[src/rtl/gray_pkg.sv]
// Shared types, limits and reference conversions for the streaming Gray code converter.
package gray_pkg;

    typedef enum logic {
        MODE_B2G = 1'b0,
        MODE_G2B = 1'b1
    } conv_mode_t;

    localparam int MAX_STAGES = 4;
    localparam int MAX_WIDTH  = 64;

    // Operands are zero-extended to MAX_WIDTH; leading zeros leave both conversions unchanged.
    function automatic logic [MAX_WIDTH-1:0] bin2gray(input logic [MAX_WIDTH-1:0] b);
        return b ^ (b >> 1);
    endfunction

    function automatic logic [MAX_WIDTH-1:0] gray2bin(input logic [MAX_WIDTH-1:0] g);
        logic [MAX_WIDTH-1:0] b;
        b[MAX_WIDTH-1] = g[MAX_WIDTH-1];
        for (int i = MAX_WIDTH - 2; i >= 0; i--) begin
            b[i] = b[i+1] ^ g[i];
        end
        return b;
    endfunction

endpackage

[src/rtl/gray_pipe_stage.sv]
// One pipeline register stage; resolves its slice of the gray->bin XOR chain, stage 0 also does bin->gray.
module gray_pipe_stage
    import gray_pkg::*;
#(
    parameter int WIDTH  = 8,
    parameter int STAGES = 2,
    parameter int IDX    = 0
) (
    input  logic             clk,
    input  logic             rst,
    input  logic             en_i,
    input  logic             valid_i,
    input  logic             mode_i,
    input  logic [WIDTH-1:0] data_i,
    output logic             valid_o,
    output logic             mode_o,
    output logic [WIDTH-1:0] data_o
);

    // Bits above HI arrive already binary; bits HI..LO are resolved here, the rest stay Gray.
    localparam int SLICE = (WIDTH + STAGES - 1) / STAGES;
    localparam int HI    = WIDTH - 1 - IDX * SLICE;
    localparam int LO    = HI - SLICE + 1;

    logic             valid_q;
    logic             mode_q;
    logic [WIDTH-1:0] data_q;
    logic [WIDTH-1:0] data_d;

    always_comb begin
        data_d = data_i;
        if (mode_i == MODE_B2G) begin
            if (IDX == 0) begin
                data_d = WIDTH'(bin2gray(MAX_WIDTH'(data_i)));
            end
        end else begin
            for (int i = WIDTH - 2; i >= 0; i--) begin
                if (i <= HI && i >= LO) begin
                    data_d[i] = data_d[i+1] ^ data_d[i];
                end
            end
        end
    end

    always_ff @(posedge clk) begin
        if (rst) begin
            valid_q <= 1'b0;
            mode_q  <= 1'b0;
            data_q  <= '0;
        end else if (en_i) begin
            valid_q <= valid_i;
            mode_q  <= mode_i;
            data_q  <= data_d;
        end
    end

    assign valid_o = valid_q;
    assign mode_o  = mode_q;
    assign data_o  = data_q;

endmodule

[src/rtl/gray_code_pipe.sv]
// Streaming binary<->Gray converter: STAGES-deep stall-all pipeline with valid/ready on both sides.
module gray_code_pipe
    import gray_pkg::*;
#(
    parameter int WIDTH  = 8,
    parameter int STAGES = 2
) (
    input  logic             clk,
    input  logic             rst,
    input  logic             in_valid,
    output logic             in_ready,
    input  logic             in_mode,
    input  logic [WIDTH-1:0] in_data,
    output logic             out_valid,
    input  logic             out_ready,
    output logic             out_mode,
    output logic [WIDTH-1:0] out_data
);

    if (STAGES < 1 || STAGES > MAX_STAGES) begin : g_bad_stages
        $error("gray_code_pipe: STAGES must be in 1..%0d", MAX_STAGES);
    end
    if (WIDTH < 1 || WIDTH > MAX_WIDTH) begin : g_bad_width
        $error("gray_code_pipe: WIDTH must be in 1..%0d", MAX_WIDTH);
    end

    logic             advance;
    logic             vld_w  [STAGES+1];
    logic             mode_w [STAGES+1];
    logic [WIDTH-1:0] data_w [STAGES+1];

    // Whole chain moves together; a held output freezes every stage.
    assign advance  = !out_valid || out_ready;
    assign in_ready = !rst && advance;

    assign vld_w[0]  = in_valid;
    assign mode_w[0] = in_mode;
    assign data_w[0] = in_data;

    for (genvar k = 0; k < STAGES; k++) begin : g_stage
        gray_pipe_stage #(
            .WIDTH  (WIDTH),
            .STAGES (STAGES),
            .IDX    (k)
        ) u_stage (
            .clk     (clk),
            .rst     (rst),
            .en_i    (advance),
            .valid_i (vld_w[k]),
            .mode_i  (mode_w[k]),
            .data_i  (data_w[k]),
            .valid_o (vld_w[k+1]),
            .mode_o  (mode_w[k+1]),
            .data_o  (data_w[k+1])
        );
    end

    assign out_valid = vld_w[STAGES];
    assign out_mode  = mode_w[STAGES];
    assign out_data  = data_w[STAGES];

endmodule

[config.mk]
export PLATFORM = sky130hd
export DESIGN_NAME = gray_code_pipe
export DESIGN_NICKNAME = d
export VERILOG_FILES = /design/src/rtl/gray_pkg.sv /design/src/rtl/gray_pipe_stage.sv /design/src/rtl/gray_code_pipe.sv
export SDC_FILE = /design/constraint.sdc
export NUM_CORES = 1
export LEC_CHECK = 0
export ABC_AREA = 0
export BUFFER_PORTS_ARGS = -buffer_cell sky130_fd_sc_hd__buf_2
export CORE_UTILIZATION = 50
export CTS_CLUSTER_SIZE = 30
export DETAILED_ROUTE_END_ITERATION = 16
export PLACE_DENSITY = 0.84
export SYNTH_ARGS = -nofsm -noshare
export SYNTH_HDL_FRONTEND = slang
export SYNTH_SLANG_ARGS = --single-unit
[constraint.sdc]
create_clock -name clk -period 1.7 [get_ports clk]
set_input_delay 0.34 -clock clk [delete_from_list [all_inputs] [get_ports clk]]
set_output_delay 0.34 -clock clk [all_outputs]
set_load 0.05 [all_outputs]
### Yosys cells after proc, flatten, opt, wreduce, memory -nomap -nowiden

Cells that the tools add are included.

| cells by class | value |
|---|---|
| bitwise operators | 8 |
| $lt $le $gt $ge | 0 |
| reductions and logical operators | 4 |
| shifts and indexed selects | 0 |
| multiply operators | 0 |
| divide/modulo/power cells | 0 |
| add/sub/neg operators | 0 |
| multiplexer cells | 9 |
| equal/unequal tests | 0 |

Operators by type and width:

| cell | count |
|---|---|
| 4-bit two-way mux | 2 |
| 8-bit by 7-bit XOR with 8-bit output | 1 |
| 1-bit XOR | 7 |
| 1-bit two-way mux | 6 |
| 3-bit two-way mux | 1 |
| 1-bit zero test | 2 |
| 1-bit logical AND | 1 |
| 1-bit logical OR | 1 |

| word-level totals | value |
|---|---|
| bits in latches | 0 |
| RAM bits | 0 |
| memories | 0 |
| input port bits | 13 |
| word-level logic and storage cells | 27 |
| ROM bits | 0 |
| output and inout bits | 11 |
| bits in registers | 20 |

### Longest topological paths before layout

| depth | value |
|---|---|
| word-level depth | 8 |
| gate-level depth with buffers | 5 |
| gate-level depth less buffers | 4 |

### By module

From an unflattened synthesis, not the netlist that was laid out.

| unflattened totals | value |
|---|---|
| cell total of the unflattened synthesis | 95 |
| area, all modules | 934.6 sq um |

By module, submodules not included:

| module | area an instance (sq um) | seq. area each (sq um) | cells each | times used |
|---|---|---|---|---|
| gray_pipe_stage at g_stage[0].u_stage | 466.7 | 200.2 | 49 | 1 |
| gray_pipe_stage at g_stage[1].u_stage | 440.4 | 200.2 | 44 | 1 |
| gray_code_pipe | 27.5 | 0.0 | 2 | 1 |

### Worst setup path after synthesis

No wires, ideal clock.

| timing path | value |
|---|---|
| path kind | register to output |
| from | register g_stage[1].u_stage.valid_q |
| to | output in_ready |
| path slack | -0.226 ns |
| data required time | 1.360 ns |
| stages on the path, launching flop included | 4 |
| arrival time | 1.586 ns |
| cell sequence | dfxtp_1 nor2b_1 clkbuf_1 nor2_1 |

| on the way | value |
|---|---|
| longest elaborated chain between the ends | 3 |

Ends and longest elaborated chain:

| element | RTL line | RTL |
|---|---|---|
| start, declared | gray_pipe_stage.sv:25 | `logic valid_q;` |
| start signal, assigned | gray_pipe_stage.sv:51 | `valid_q <= valid_i;` |
| 1-bit zero test | gray_code_pipe.sv:33 | `assign advance = !out_valid \|\| out_ready;` |
| 1-bit logical OR | gray_code_pipe.sv:33 |  |
| 1-bit logical AND | gray_code_pipe.sv:34 | `assign in_ready = !rst && advance;` |
| end, declared | gray_code_pipe.sv:11 | `output logic in_ready,` |

No other way between the ends.

### Worst setup path after layout

Same ends and word-level chain as after synthesis.

==> run_results.csv <==
group,metric,value,unit
run_status,outcome,"finished clean",
timing,whs,0.276,ns
final_layout,final_cell_mix,"23 x buf_2, 21 x nand2_1, 19 x dfxtp_1",
clock_tree,post-cts-setup-buffers,0,
drt,wl_per_cell,10.5,um
final_layout,antenna_cells,0,
pwr,peakVddDrop,389,uV
clock_tree,cts_root_buf,"clkbuf_4",
grt,grt_start_max_net_pins,23,
drt,dr.pass1.iters,4,
synth,synth_area,945,um^2
drt,drtAntennaViolNets,0,
timing,hold_viol_final,0,
timing,setup_slack,0.246,ns
min_path,worstHoldPathType,"in -> reg",
floorplan,die_w,45.5,um
placement,dp_slack,0.363,ns
final_layout,fin_util,0.610,
min_path,holdCritStartpoint,"in_valid",
pwr,power_density,932,mW/mm^2
final_layout,area_growth,12.7,%
timing,rsz0062_at_grt,"false",
critical_path,r2r_setup_slack,0.35,ns
timing,slew_headroom,0.780,
clock_tree,htree_levels,1,
synth,async_flop_share,0,
timing,fin_crit,1.45,ns
placement,dp.cells,152,
synth,yosys_warnings,0,
critical_path,setup.worst_path.end_class,"output port",
final_layout,drive_gt1_frac,0.269,
drt,num_vias,785,
clock_tree,clock-sinks,20,
clock_tree,cts_buffers,3,
synth,yosysTopAreaCell,"dfxtp_1",
floorplan,die_y,45.5,um
clock_tree,cts-resized-gates,0,
floorplan,rows,15,
critical_path,cp.required,1.36,ns
synth,synthDistinctLibCells,21,
floorplan,die_area,0.00207,mm^2
critical_path,crit_fanout,3,
pwr,p_total,0.992,mW
synth,synth_top_flop_cell,"dfxtp_1",
floorplan,io_pins,24,
clock_tree,ctsLongestPathBuffers,2,
timing,skew,0.00387,ns
timing,finalCritPeriodShare,0.855,
critical_path,r2r_start,"g_stage[0].u_stage.data_o[4]",
synth,synth_area_per_cell,8.29,um^2
critical_path,crit_arrival,1.11,ns
timing,worst_slew_pin_slew,0.330,ns
critical_path,worst-r2r-cell-count,4,
grt,grtUsageTotal,0.185,
placement,dp_hpwl,1.19,mm
final_layout,stdcell_count,155,
drt,vias_per_cell,5.06,
synth,synth_top_area_share,0.424,
synth,synth_area_leaders,"dfxtp_1 42%, nand2_1 8.3%, xnor2_1 7.4%",
min_path,hold_depth,3,
pwr,p_leak,0.466,nW
clock_tree,tritoncts,"built",
floorplan,core_area,0.00175,mm^2
critical_path,crit_path_start,"g_stage[1].u_stage.valid_o",
clock_tree,postCtsHoldBufs,0,
critical_path,critical_path_class,"reg -> out",
placement,port_buffers,23,
floorplan,start_util,0.541,
synth,seq_area_frac_synth,0.424,
timing,fmax,688,MHz
synth,synth_fp_nets,127,
final_layout,final_common_cell,"buf_2",
clock_tree,clk_latency,0.30,ns
grt,grt_pass1_vias,673,
timing,slew_violations,0,
timing,setup_viol,0,
grt,grt_overflow,0,
final_layout,nets,145,
synth,postSynthCellCount,114,
synth,synth_edf_count,0,
drt,route.detailed.drc,0,
placement,dpl_cell_area,0.00104,mm^2
critical_path,start_kind,"register",
flow_run,maxCapViolCount,0,
drt,wl,1.64,mm
drt,drt_iter0_drc,4,
synth,synth-seq-cells,20,
grt,grt_first_pass_wirelength,2.69,mm
grt,grt_antenna_before_repair,0,
placement,gp_congestion,0.752,
clock_tree,clkTransAtPathRegs,0.10,ns
final_layout,design_area,0.00106,mm^2
timing,fin_setup_tns,0,ns
cell usage after synthesis (all sizes together) (2+ instances only):
cell    count
nand2      21
dfxtp      20
nor2       13
a21oi      10
xnor2       9
buf         8
a211oi      6
clkbuf      6
nor2b       5
xor2        4
nand3b      2
o21ai       2
cell type report:
class,instances,area (um^2)
Multi-Input combinational cell,79,460
Sequential cell,20,402
Inverter,1,3.75
Timing Repair Buffer,27,145
Fill cell,170,681
Clock buffer,3,22.5
Tap cell,25,31.3
where the power goes:
| part | internal, mW | switching (mW) |
|---|---|---|
| registers | 0.508 | 0.0264 |
| clock network | 0.0827 | 0.138 |
| logic | 0.0882 | 0.149 |
| total | 0.679 | 0.314 |
routing by layer:
layer	track usage	vias to the layer above	routed length, um
li1	-	398	-
met1	0.203	357	764
met2	0.300	25	748
met3	0.0476	5	74
met4	0.145	0	48
met5	0	-	0
critical path, cell delays in order (launching register included):
cell	delay [ns]
dfxtp_2	0.34
nor2b_1	0.14
nor2_2	0.07
buf_2	0.26
worst paths after layout:
kind | end
max reg2reg | g_stage[1].u_stage.data_o[0]
max | in_ready
min | g_stage[0].u_stage.valid_o
min reg2reg | g_stage[0].u_stage.valid_o
state kept, by name, indices dropped and copies added, names as in the netlist:
| name | flops |
|---|---|
| g_stage.u_stage.data_o | 16 |
| g_stage.u_stage.mode_o | 2 |
| g_stage.u_stage.valid_o | 2 |
cells by family after synthesis:
group / share of synthesized area
AOI/OAI and AO/OA: 0.147
xor gates and xnor gates: 0.128
and+or+nand+nor: 0.209
buffers and inverters: 0.0914
DFF: 0.424
No activity file was read; power rests on OpenSTA's default activity.
